`src/rtl/board_renderer_pkg.sv`:
```
// Shared types and constants for the board renderer: FSM states, sprite
// select codes, board cell codes and tile geometry.
package board_renderer_pkg;

  localparam int TILE_SIZE = 12;

  typedef enum logic [2:0] {
    ST_IDLE,
    ST_FETCH,
    ST_LATCH,
    ST_DRAW,
    ST_GAP,
    ST_FINISH
  } state_t;

  typedef enum logic [1:0] {
    SEL_EMPTY  = 2'd0,
    SEL_BLACK  = 2'd1,
    SEL_CURSOR = 2'd2,
    SEL_WHITE  = 2'd3
  } sel_t;

  typedef enum logic [1:0] {
    CELL_EMPTY    = 2'b00,
    CELL_BLACK    = 2'b01,
    CELL_WHITE    = 2'b10,
    CELL_RESERVED = 2'b11
  } cell_t;

  // v * TILE_SIZE as (v << 3) + (v << 2); max 7*12 = 84 fits in 7 bits.
  function automatic logic [6:0] times_tile(input logic [2:0] v);
    return {1'b0, v, 3'b000} + {2'b00, v, 2'b00};
  endfunction

endpackage

```
`src/rtl/board_cell_mapper.sv`:
```
// Combinational mapping of a board index and its cell contents to the tile
// origin and sprite code, with the captured cursor overriding the sprite.
module board_cell_mapper
  import board_renderer_pkg::*;
#(
  parameter int ORIGIN_X = 32,
  parameter int ORIGIN_Y = 12
) (
  input  logic [5:0] index,
  input  logic [1:0] cell_state,
  input  logic [2:0] cursor_row,
  input  logic [2:0] cursor_col,
  input  logic       cursor_en,
  output logic [7:0] tile_x,
  output logic [6:0] tile_y,
  output sel_t       tile_select
);

  localparam logic [7:0] OX = 8'(ORIGIN_X);
  localparam logic [6:0] OY = 7'(ORIGIN_Y);

  always_comb begin
    tile_x = OX + {1'b0, times_tile(index[2:0])};
    tile_y = OY + times_tile(index[5:3]);
    case (cell_t'(cell_state))
      CELL_BLACK: tile_select = SEL_BLACK;
      CELL_WHITE: tile_select = SEL_WHITE;
      default:    tile_select = SEL_EMPTY;
    endcase
    if (cursor_en && (index == {cursor_row, cursor_col}))
      tile_select = SEL_CURSOR;
  end

endmodule

```
`src/rtl/board_renderer.sv`:
```
// Walks the 8x8 board in row-major order, reading each cell and driving the
// plot helper with one tile_enable pulse per tile, then pulses done.
module board_renderer
  import board_renderer_pkg::*;
#(
  parameter int ORIGIN_X    = 32,
  parameter int ORIGIN_Y    = 12,
  parameter int TILE_CYCLES = 150,
  parameter int GAP_CYCLES  = 2
) (
  input  logic       clock,
  input  logic       resetn,
  input  logic       start,
  input  logic [2:0] cursor_row,
  input  logic [2:0] cursor_col,
  input  logic       cursor_en,
  output logic [5:0] cell_addr,
  input  logic [1:0] cell_state,
  output logic [7:0] tile_x,
  output logic [6:0] tile_y,
  output logic [1:0] tile_select,
  output logic       tile_enable,
  output logic       busy,
  output logic       done
);

  localparam logic [7:0] TILE_LAST = 8'(TILE_CYCLES - 1);
  localparam logic [7:0] GAP_LAST  = 8'(GAP_CYCLES - 1);

  state_t     state;
  logic [5:0] index;
  logic [7:0] cnt;
  logic [2:0] cur_row_q;
  logic [2:0] cur_col_q;
  logic       cur_en_q;
  sel_t       sel_q;

  logic [7:0] map_x;
  logic [6:0] map_y;
  sel_t       map_sel;

  board_cell_mapper #(
    .ORIGIN_X(ORIGIN_X),
    .ORIGIN_Y(ORIGIN_Y)
  ) u_mapper (
    .index      (index),
    .cell_state (cell_state),
    .cursor_row (cur_row_q),
    .cursor_col (cur_col_q),
    .cursor_en  (cur_en_q),
    .tile_x     (map_x),
    .tile_y     (map_y),
    .tile_select(map_sel)
  );

  // The read address is the index itself, so it stays put from FETCH to GAP.
  assign cell_addr   = index;
  assign tile_select = sel_q;

  always_ff @(posedge clock) begin
    if (resetn) begin
      state       <= ST_IDLE;
      index       <= '0;
      cnt         <= '0;
      cur_row_q   <= '0;
      cur_col_q   <= '0;
      cur_en_q    <= 1'b0;
      tile_x      <= '0;
      tile_y      <= '0;
      sel_q       <= SEL_EMPTY;
      tile_enable <= 1'b0;
      busy        <= 1'b0;
      done        <= 1'b0;
    end else begin
      done <= 1'b0;
      case (state)
        ST_IDLE: begin
          if (start) begin
            state     <= ST_FETCH;
            index     <= '0;
            busy      <= 1'b1;
            cur_row_q <= cursor_row;
            cur_col_q <= cursor_col;
            cur_en_q  <= cursor_en;
          end
        end
        ST_FETCH: state <= ST_LATCH;
        ST_LATCH: begin
          tile_x      <= map_x;
          tile_y      <= map_y;
          sel_q       <= map_sel;
          tile_enable <= 1'b1;
          cnt         <= TILE_LAST;
          state       <= ST_DRAW;
        end
        ST_DRAW: begin
          if (cnt == '0) begin
            tile_enable <= 1'b0;
            cnt         <= GAP_LAST;
            state       <= ST_GAP;
          end else begin
            cnt <= cnt - 8'd1;
          end
        end
        ST_GAP: begin
          if (cnt != '0) begin
            cnt <= cnt - 8'd1;
          end else if (index == 6'd63) begin
            state <= ST_FINISH;
            done  <= 1'b1;
            busy  <= 1'b0;
          end else begin
            index <= index + 6'd1;
            state <= ST_FETCH;
          end
        end
        ST_FINISH: state <= ST_IDLE;
        default:   state <= ST_IDLE;
      endcase
    end
  end

endmodule

```
`config.mk`:
```
export PLATFORM = sky130hd
export DESIGN_NAME = board_renderer
export DESIGN_NICKNAME = d
export VERILOG_FILES = /design/src/rtl/board_renderer_pkg.sv /design/src/rtl/board_cell_mapper.sv /design/src/rtl/board_renderer.sv
export SDC_FILE = /design/constraint.sdc
export NUM_CORES = 1
export LEC_CHECK = 0
export ABC_AREA = 1
export CAP_MARGIN = 15
export CORE_UTILIZATION = 50
export CTS_CLUSTER_DIAMETER = 30
export DETAILED_ROUTE_END_ITERATION = 6
export DONT_BUFFER_PORTS = 1
export GPL_TIMING_DRIVEN = 0
export PLACE_DENSITY_LB_ADDON = 0.08
export SETUP_SLACK_MARGIN = 0.5
export SLEW_MARGIN = 25
export SYNTH_ARGS = -nofsm -noshare
export SYNTH_HDL_FRONTEND = slang
export SYNTH_HIERARCHICAL = 1
export SYNTH_SLANG_ARGS = --single-unit
```
`constraint.sdc`:
```
create_clock -name clock -period 2.5 [get_ports clock]
set_clock_uncertainty 0.15 [all_clocks]
set_input_delay 0.25 -clock clock [delete_from_list [all_inputs] [get_ports clock]]
set_output_delay 0.25 -clock clock [all_outputs]
set_load 0.02 [all_outputs]
```
* Word-level counts from Yosys, hierarchy flattened
Index checks and enable logic that the tools add are counted.
Cells by class: add/subtract/negate cells 6, $mul 0, divide/modulo/power cells 0, $lt $le $gt $ge 0, equality and inequality tests 14, shifts and indexed selects 0, muxes and demuxes 21, bitwise logic cells 1, reductions and logical operators 14
Operator list (count):
- $pmux 8 s3 | 1
- $mux 6 | 3
- $mux 8 | 2
- $pmux 3 s5 | 1
- $add 6x5->7 | 2
- $mux 3 | 4
- $ne 2x2->1 const B | 6
- $pmux 6 s2 | 1
- $add 6x7->8 const A | 1
- $logic_not 8->1 | 1
- $reduce_and 4->1 | 2
- $reduce_bool 8->1 | 1
- $sub 8x1->8 const B | 1
- $add 4x7->7 const A | 1
- $add 6x1->6 const B | 1
- $eq 3x2->1 const B | 2
- $eq 6x6->1 | 1
- $eq 6x6->1 const B | 1
- $reduce_and 2->1 | 3
- $mux 1 | 5
- $pmux 1 s2 | 2
- $pmux 2 s2 | 1
- $reduce_bool 2->1 | 2
- $eq 3x1->1 const B | 1
- 10 further kinds | 10
Word-level totals: register bits after elaboration 44, latch bits 0, bits in writable memories 0, bits in read-only memories 0, input bits 12, output and inout bits 26, word-level logic and storage cells 68, memories 0

* Logic depth before layout (Yosys ltp)
Gate-level depths: netlist of the first run.
word-level depth 4, depth in mapped cells 11, gate-level depth less buffers 11

* Hierarchy
Netlist of the first run, hierarchy kept.
Modules (own cells, without submodules):
- board_renderer | instances 1, cells an instance 263, area an instance 1939.4 sq um, seq. area each 880.8 sq um
- board_cell_mapper | instances 1, cells an instance 69, area an instance 415.4 sq um, seq. area each 0.0 sq um

* Worst setup path before layout of the first run
Ideal clock, no wire load.
kind reg-to-reg, start point register index[4], in the netlist cell_addr[4], end point register tile_y[4], setup time 116 ps, arrival 1645 ps, data required time 2234 ps, slack 589 ps, stages on the path, launching flop included 8, path buffers 0, period minus slack after synthesis 1911 ps, path through dfxtp_1 > inv_1 > ha_1 > inv_1 > ha_1 > xor2_1 > o21ai_0 > nor2_1
On the way: word-level cells in the longest chain between the ends 2
Ends and longest elaborated chain:
- from (decl) | RTL line board_renderer.sv:31 | logic [5:0] index;
- from (signal assigned) | RTL line board_renderer.sv:113 | index <= index + 6'd1;
- $add 6x5->7 | RTL line board_renderer_pkg.sv:32 | return {1'b0, v, 3'b000} + {2'b00, v, 2'b00};
- $add 4x7->7 | RTL line board_cell_mapper.sv:24 | tile_y = OY + times_tile(index[5:3]);
- named net map_y[4] | RTL line board_renderer.sv:39 | logic [6:0] map_y;
- to (signal assigned) | RTL line board_renderer.sv:90 | tile_y <= map_y;
- to (decl) | RTL line board_renderer.sv:20 | output logic [6:0] tile_y,
The timed path passes the listed nets, and every way through them passes these cells. A chain may end at the register's enable or synchronous reset.

* Final worst setup path of the first run
Same ends and word-level chain as after synthesis.

==> results of run 1 <==
## cell usage after synthesis (2+ instances only)
master | instances | area share [%]
ha_1 | 12 | 6.4
o21ai_0 | 31 | 6.6
nand2_4 | 4 | 1.9
xnor2_1 | 2 | 0.74
dfxtp_1 | 44 | 37
nand4_1 | 2 | 0.53
nand2_1 | 56 | 8.9
buf_4 | 7 | 2.2
clkbuf_1 | 4 | 0.64
nand3_1 | 17 | 3.6
nor3_1 | 3 | 0.64
inv_2 | 2 | 0.32
a21oi_1 | 22 | 4.7
buf_2 | 2 | 0.43
inv_1 | 39 | 6.2
xor2_1 | 6 | 2.2
nor2_4 | 2 | 0.96
nor2_1 | 61 | 9.7
## where the power goes
group | switching (mW) | leakage [nW] | total [mW] | internal (mW)
Sequential | 0.174 | 0.363 | 1.01 | 0.834
Combinational | 0.436 | 0.760 | 0.692 | 0.256
Clock | 0.253 | 0.0552 | 0.549 | 0.297
## logic make-up after synthesis
| group | Yosys count | synth area share [%] |
|---|---|---|
| flops | 44 | 37.4 |
| other cells | 1 | 0.159 |
| simple gates | 150 | 28.3 |
| xor+xnor | 8 | 2.98 |
| buf+inv | 57 | 10.6 |
| compound gates | 59 | 13.4 |
| fa+ha+maj | 13 | 7.23 |
## repair_timing
item / CTS / global route
resized for setup: 4 / 2
hold buffers: 4 / 0
buffers inserted: 0 / 0
hold endpoints to repair: 5 / 0
endpoints found under the setup margin: 3 / 3
## flip-flops by register name, indices dropped and copies added (netlist names), 2 cells and up
register	flops
cnt	8
tile_x	8
tile_y	7
cell_addr	6
cur_col_q	3
cur_row_q	3
state	3
tile_select	2
## per-layer routing
| metal | wire [microns] | track usage (%) | vias up |
|---|---|---|---|
| li1 | - | - | 1067 |
| met1 | 2240 | 26.7 | 880 |
| met2 | 2160 | 34.0 | 47 |
| met3 | 270 | 5.84 | 7 |
| met4 | 65 | 6.00 | 0 |
| met5 | 0 | 0 | - |
## how the worst max path moves through the flow
stage	startpoint	end	slack, ns	cells past startpoint
finish	cell_addr[4]	tile_y[4]	0.60	7
global route	cell_addr[4]	tile_y[4]	0.50	7
CTS	cell_addr[5]	tile_y[4]	0.56	6
detailed placement	cell_addr[4]	tile_y[4]	0.39	7
global placement	cell_addr[4]	tile_y[4]	0.40	7
floorplan	cell_addr[4]	tile_y[4]	0.59	7
## layout make-up
type,count,area [sq um]
fill,455,1850
multi-input combinational,235,1240
sequential,44,888
clock inverter,2,35.0
timing repair buffer,4,40.0
tap,52,65.1
clock buffer,6,72.6
buffer,14,82.6
inverter,43,166
## worst register-to-register path, cell delays in order, from the launching register on
cell and delay (ns):
dfxtp_2 0.50, inv_1 0.14, ha_1 0.29, inv_1 0.04, ha_1 0.30, xor2_1 0.16
o21ai_0 0.16, nor2_1 0.05
## through the flow
step / total power [mW] / hold WS, ns / worst slack, ns / instance area [sq um]
floorplan: 1.58 / 0.178 / 0.589 / 2370
global placement: 1.70 / 0.186 / 0.396 / 2430
detailed placement: 1.71 / 0.186 / 0.389 / 2430
CTS: 2.26 / 0.00179 / 0.559 / 2590
global route: 2.43 / 0.0156 / 0.504 / 2590
finish: 2.25 / -0.00101 / 0.598 / 2590
==> results_dict.tcl, run 1 <==
set metrics [dict create \
    ys_async_sr_fraction_pct 0 \
    yosys_warnings 6 \
    rr_worst_depth 7 \
    diodes 0 \
    clk_latency_ns 0.30 \
    grt_max_degree 14 \
    grt_pass1_wl_mm 8.21 \
    initial_core_util_pct 53.0 \
    syn_inst 332 \
    die-area_sq_um 4990 \
    row_count 24 \
    clk_pin_slew_ns 0.08 \
    portBuffers 0 \
    power_density_nw_per_um2 869 \
    crit_path_start_kind "register" \
    synth-edff-count 0 \
    grt_pass1_vias 1819 \
    worst-path-max-fanout 9 \
    critPathCaptureType "register" \
    core_sq_um 4440 \
    nets 372 \
    ys.flop_type "dfxtp_1" \
    wl_per_cell_microns 11.8 \
    cts_tree "built" \
    avgSynthCellArea_sq_um 7.09 \
    crit_family "adder cells" \
    arrival_ns 1.95 \
    drtIter0Drc 87 \
    setup_violations 0 \
    path_class "reg2reg" \
    max_freq_mhz 526 \
    crit_buf_inv 2 \
    slowest_stage "dfxtp_2" \
    whs_path_depth 2 \
    grt_overflow_total 0 \
    fin_crit_sh_pct 76.1 \
    drive_above_1_share_pct 11.2 \
    drv_cap 0 \
    grt_antenna_before_repair 0 \
    utilization_pct 58.3 \
    fin_setup_tns_ns 0 \
    synth-seq-area-share_pct 37.4 \
    cts_buffers 5 \
    layout_common_cells "61 x nor2_1, 56 x nand2_1, 39 x inv_1" \
    min_path_type "in2reg" \
    slew_viol_final 0 \
    rrSetupSlack_ns 0.60 \
    finalHoldViolations 1 \
    critPathMaxStageDelay_ns 0.50 \
    holdWs_ns -0.00101 \
    period_minus_slack_ns 1.90 \
    final_cells 400 \
    synthDistinctLibCells 34 \
    vias 2001 \
    ys_seq_elements 44 \
    timing.rr.start "cell_addr[4]" \
    grt_usage_pct 20.7 \
    r2r-end "tile_y[4]" \
    status "finished with violations" \
    cts_buffer_depth 2 \
    synthToLayoutAreaGrowth_pct 9.99 \
    io-pin-count 38 \
    ir_drop_uv 453 \
    die_y_microns 70.6 \
    leakage_nw 1.18 \
    synth_area_sq_um 2350 \
    dp_cells 388 \
    drtAntennaViolNets 0 \
    cts_sinks 44 \
    cts_root_buf "clkbuf_8" \
    final_common_cell "nor2_1" \
    drt_first_pass_iters 6 \
    violations "DRC, hold timing" \
    required_ns 2.55 \
    hold_path_end "cur_en_q" \
    rsz0062_at_grt "no" \
    place.gp.congestion 0.856 \
    crit_chain "inv_1 > ha_1 > inv_1 > ha_1 > xor2_1 > o21ai_0 > nor2_1" \
    htreeDepth 2 \
    hold_start "cursor_en" \
    routed_wl_mm 4.73 \
    viasPerCell 5.00 \
    drcViolationCount 4 \
    die_x_microns 70.6 \
    post-dp-hpwl_mm 3.46 \
]
Power figures use the tool's default switching activity.
==> run 2: changes to the inputs <==
==> constraint.sdc (replaced) <==
create_clock -name clock -period 1.76 [get_ports clock]
set_clock_uncertainty 0.15 [all_clocks]
set_input_delay 0.176 -clock clock [delete_from_list [all_inputs] [get_ports clock]]
set_output_delay 0.176 -clock clock [all_outputs]
set_load 0.02 [all_outputs]
==> run 2 against run 1 <==
  * The run ends with DRC left
  * Clock-buffer cell count is the same
  * Routed wire length grew 30%
  * Setup slack lost 0.44 ns
  * Final area grew 28%
  * Clock power grew 52%
  * Global-route usage grew 4.5 points
  * Fmax grew 19%
  * Hold slack gained 0.065 ns
  * First-iteration DRC count grew 16%
==> results_dict.tcl, run 2 (same netlist as run 1, synthesis figures left out) <==
set metrics [dict create \
    path_class "reg2reg" \
    worst-path-max-fanout 7 \
    die_x_microns 70.6 \
    htreeDepth 2 \
    cts_buffers 5 \
    core_sq_um 4440 \
    drive_above_1_share_pct 36.0 \
    post-dp-hpwl_mm 3.55 \
    status "finished with violations" \
    fillers 350 \
    min_path_type "in2reg" \
    place.gp.congestion 0.813 \
    fin_ws_ns 0.159 \
    cts_root_buf "clkbuf_8" \
    io-pin-count 38 \
    clk_latency_ns 0.30 \
    grt_usage_pct 25.2 \
    layout_common_cells "55 x nor2_1, 45 x nand2_1, 30 x dfxtp_1" \
    fin_crit_sh_pct 91.0 \
    viasPerCell 5.16 \
    grt_max_degree 15 \
    drt_first_pass_iters 6 \
    place_ws_ns 0.138 \
    drtAntennaViolNets 0 \
    clk_pin_slew_ns 0.09 \
    max_freq_mhz 625 \
    routed_wl_mm 6.17 \
    slew_viol_final 0 \
    grt_pass1_wl_mm 10.0 \
    holdWs_ns 0.0641 \
    period_minus_slack_ns 1.60 \
    synthToLayoutAreaGrowth_pct 40.3 \
    cts_sinks 44 \
    drcViolationCount 12 \
    dp_cells 388 \
    setup_violations 0 \
    postLayoutCellArea_sq_um 3300 \
    grt_overflow_total 0 \
    rsz0062_at_grt "yes" \
    arrival_ns 1.65 \
    critPathCaptureType "register" \
    violations "DRC" \
    grt_pass1_vias 2175 \
    vias 2246 \
    cts_tree "built" \
    crit_path_start_kind "register" \
    drtIter0Drc 101 \
    cts_buffer_depth 2 \
    fin_setup_tns_ns 0 \
    final_cells 435 \
    power_density_nw_per_um2 1210 \
    dpl-instance-area_sq_um 2570 \
    diodes 0 \
    nets 407 \
    row_count 24 \
    die_y_microns 70.6 \
    final_common_cell "nor2_1" \
    leakage_nw 1.42 \
    grt_antenna_before_repair 0 \
    drv_cap 0 \
    die-area_sq_um 4990 \
    wl_per_cell_microns 14.2 \
    finalHoldViolations 0 \
    initial_core_util_pct 53.0 \
    required_ns 1.80 \
    portBuffers 0 \
    top_regs "cnt: 8 flops, tile_x: 8 flops, tile_y: 7 flops" \
    ir_drop_uv 811 \
]
[run 2: cell count changes in the layout (fill, tap and decap cells not counted), moves of 9 or more]
cell / change
inv_1: -11
o21ai_0: -26
o21ai_1: +17
dfxtp_4: +10
buf_4: +18
nand2_1: -11
o21ai_2: +9
[run 2: area by class of cell]
type,count,area (sq um),area share (%)
Buffer,14,116,3.52
Clock buffer,6,82.6,2.50
Clock inverter,2,38.8,1.17
Inverter,43,189,5.72
Multi-Input combinational cell,236,1550,46.9
Sequential cell,44,923,28.0
Tap cell,52,65.1,1.97
Timing Repair Buffer,38,339,10.3
[run 2: worst max-delay path: stages, from the launching register on]
cell	delay, ns
dfxtp_4	0.46
inv_4	0.06
ha_4	0.26
inv_2	0.04
ha_4	0.21
xor2_1	0.15
o21ai_1	0.12
nor2_1	0.05
[run 2: repair_timing]
action | CTS | global route
endpoints found under the hold margin | 9 | 0
setup buffers | 21 | 7
cloned | 2 | 1
pin swaps | 23 | 16
hold buffers | 8 | 0
endpoints found under the setup margin | 42 | 44
resized for setup | 70 | 29
[run 2: final timing paths]
| path | from | slack (ns) | to | cells after the start |
|---|---|---|---|---|
| setup reg to reg | cell_addr[4] | 0.16 | tile_y[4] | 7 |
| hold reg to reg | cur_en_q | 0.31 | cur_en_q | 2 |
| setup / recovery | cell_addr[4] | 0.16 | tile_y[4] | 7 |
| hold / removal | cell_state[1] | 0.06 | tile_select[0] | 4 |
[run 2: power by group]
part | leakage (nW) | switching, mW | internal [mW]
logic | 0.993 | 0.886 | 0.789
registers | 0.369 | 0.281 | 1.19
clock network | 0.0614 | 0.369 | 0.465
[run 2: metrics by stage]
stage / power, mW / util, %
after detailed placement: 2.55 / 57.9
after floorplan: 2.35 / -
after global placement: 2.52 / 57.9
after CTS: 3.77 / 70.8
final: 3.98 / 74.3
after global routing: 4.25 / 74.3
[run 2: per-layer routing]
| layer | vias up | wire length (microns) | track usage, % | part of all wire, % |
|---|---|---|---|---|
| met5 | - | 0 | 0 | 0 |
| met4 | 0 | 148 | 6.67 | 2.4 |
| met3 | 16 | 304 | 5.56 | 4.9 |
| met2 | 51 | 3070 | 45.0 | 50 |
| met1 | 1028 | 2640 | 30.7 | 43 |
| li1 | 1151 | - | - | - |
==> run 3: changes to the inputs <==
--- a/config.mk
+++ b/config.mk
@@ -5,8 +5,8 @@
 export SDC_FILE = /design/constraint.sdc
 export NUM_CORES = 1
 export LEC_CHECK = 0
-export ABC_AREA = 1
 export CAP_MARGIN = 15
+export CORE_MARGIN = 2
 export CORE_UTILIZATION = 50
 export CTS_CLUSTER_DIAMETER = 30
 export DETAILED_ROUTE_END_ITERATION = 6
==> run 3 against run 2 <==
  * Sequential power down 20%
  * Non-clock buffer count up 18
  * The flow finishes with violations (setup timing)
  * Total power down 16%
  * Combinational power down 22%
  * Hold slack worse by 0.050 ns
  * Final area up 9.6%
==> results_dict.tcl, run 3 <==
set metrics [dict create \
    nets 381 \
    drt_first_pass_iters 4 \
    critPathCaptureType "register" \
    ys_seq_elements 44 \
    rrSetupSlack_ns -0.38 \
    arrival_ns 2.21 \
    synth_area_sq_um 2370 \
    htreeDepth 2 \
    synthDistinctLibCells 54 \
    vias 2350 \
    rr_worst_depth 8 \
    die-area_sq_um 5300 \
    core_sq_um 4630 \
    startpoint "cnt[1]" \
    max_freq_mhz 468 \
    fin_ws_ns -0.379 \
    cts_buffer_depth 2 \
    row_count 25 \
    worst-path-max-fanout 7 \
    multiInputGateArea_sq_um 1750 \
    grt_overflow_total 0 \
    status "finished with violations" \
    initial_core_util_pct 51.1 \
    drtIter0Drc 112 \
    postLayoutCellArea_sq_um 3620 \
    diodes 0 \
    syn_inst 296 \
    power_density_nw_per_um2 923 \
    post-dp-hpwl_mm 3.67 \
    crit_path_start_kind "register" \
    grt_antenna_before_repair 0 \
    violations "setup timing" \
    cts_buffers 5 \
    drive_above_1_share_pct 42.6 \
    avgSynthCellArea_sq_um 8.00 \
    required_ns 1.83 \
    period_minus_slack_ns 2.14 \
    place.gp.congestion 0.815 \
    finalHoldViolations 0 \
    viasPerCell 5.72 \
    slew_headroom_pct 57.9 \
    grt_pass1_vias 2122 \
    min_path_type "in2reg" \
    synthToLayoutAreaGrowth_pct 52.9 \
    cts_tree "built" \
    grt_max_degree 15 \
    cts_root_buf "clkbuf_8" \
    grt_usage_pct 25.5 \
    synth_top_cells_by_area "dfxtp_1 37%, nand2_1 9.7%, a21oi_1 7.2%" \
    slew_viol_final 0 \
    leakage_nw 1.41 \
    dpl-instance-area_sq_um 2580 \
    path_class "reg2reg" \
    grt_pass1_wl_mm 10.5 \
    wl_per_cell_microns 17.2 \
    clk_latency_ns 0.30 \
    yosysTopAreaCell "dfxtp_1" \
    cts_sinks 44 \
    ys_async_sr_fraction_pct 0 \
    die_x_microns 72.8 \
    synth.most_common_cell "nand2_1" \
    synth-edff-count 0 \
    r2r-end "state[2]" \
    ir_drop_uv 490 \
    fillers 288 \
    drv_cap 0 \
    fin_crit_sh_pct 122 \
    routed_wl_mm 7.08 \
    ys.flop_type "dfxtp_1" \
    synth-seq-area-share_pct 37.2 \
    holdWs_ns 0.0145 \
    timing.rr.start "cnt[1]" \
    die_y_microns 72.8 \
    top_regs "cnt: 8 flops, tile_x: 8 flops, tile_y: 7 flops" \
    setup_violations 20 \
    clk_pin_slew_ns 0.08 \
    synth.top_cell.area_share_pct 37.2 \
    final_common_cell "nand2_1" \
    yosys_warnings 6 \
    io-pin-count 38 \
    drtAntennaViolNets 0 \
    critPathMaxStageDelay_ns 0.49 \
    register_area_sq_um 915 \
    layout_common_cells "50 x nand2_1, 35 x dfxtp_1, 25 x buf_4" \
    drcViolationCount 0 \
    slowest_stage "or4b_4" \
    crit_chain "inv_4 > ha_4 > or4b_4 > buf_6 > nor2_4 > buf_4 > nand3_1 > a221oi_2" \
    crit_end "state[2]" \
    synth_common_cells "61 x nand2_1, 44 x dfxtp_1, 34 x a21oi_1" \
    portBuffers 0 \
    worstMarginPinSlew_ns 0.632 \
    rsz0062_at_grt "yes" \
]
-- run 3: critical path: cells and delay by family (launching register included) --
family / cells / cell delay [ns]
adder cells (fa/ha/maj): 1 / 0.13
flip-flops: 1 / 0.36
AO/OA/AOI/OAI: 1 / 0.24
AND/OR/NAND/NOR: 3 / 0.81
buffers and inverters: 3 / 0.36
-- run 3: what timing repair did --
item	in CTS	in global routing
gates cloned	2	0
pin swaps	29	33
hold endpoints to repair	10	0
hold buffers	8	0
setup endpoints to repair	44	44
gates resized for setup	68	56
setup buffers	34	5
-- run 3: power breakdown --
| group | total [mW] | internal [mW] | switching, mW |
|---|---|---|---|
| Combinational | 1.30 | 0.658 | 0.639 |
| Sequential | 1.18 | 1.07 | 0.115 |
| Clock | 0.863 | 0.510 | 0.352 |
| Total | 3.34 | 2.23 | 1.11 |
-- run 3: logic make-up after synthesis --
| group | after synthesis | synth area share (%) |
|---|---|---|
| AOI/OAI and AO/OA | 73 | 19.1 |
| xor gates and xnor gates | 13 | 4.81 |
| adders and majority gates | 13 | 7.19 |
| buffers and inverters | 34 | 7.14 |
| DFF | 44 | 37.2 |
| muxes | 3 | 1.27 |
| other | 1 | 0.158 |
| and+or+nand+nor | 115 | 23.2 |
-- run 3: per-stage QoR --
| stage | power, mW | TNS (ns) | cells | worst slack (ns) | utilization, % |
|---|---|---|---|---|---|
| floorplan | 1.74 | -1.58 | 300 | -0.244 | - |
| global placement | 1.87 | -5.10 | 354 | -0.433 | 55.8 |
| detailed placement | 1.88 | -5.43 | 354 | -0.429 | 55.8 |
| CTS | 3.12 | -3.32 | 406 | -0.279 | 72.7 |
| global route | 3.48 | -6.26 | 411 | -0.431 | 78.2 |
| finish | 3.34 | -5.15 | 411 | -0.379 | 78.2 |
-- run 3: layout make-up --
class	instances	area share [%]
plain buffers	21	5.74
clock buffers	7	2.70
clock inverters	1	0.830
inverters	13	1.69
multi-input cells	222	48.4
flip-flops and latches	44	25.3
well taps	54	1.87
repair buffers	49	13.5
-- run 3: worst min-delay path by stage --
stage	slack, ns	from	end	depth (start not counted)
after floorplan	0.17	cursor_en	cur_en_q	2
after global placement	0.17	cursor_row[1]	cur_row_q[1]	2
after detailed placement	0.18	cursor_row[1]	cur_row_q[1]	2
after CTS	0.01	start	state[2]	2
after global routing	0.004	cell_state[1]	tile_select[0]	4
final	0.01	cell_state[1]	tile_select[0]	4
-- run 3: layer usage --
metal	track usage [%]	vias to the layer above	part of all wire, %
met5	0	-	0
met4	7.00	0	2.6
met3	4.56	21	5.3
met2	42.4	78	50
met1	34.1	1117	42
li1	-	1134	-
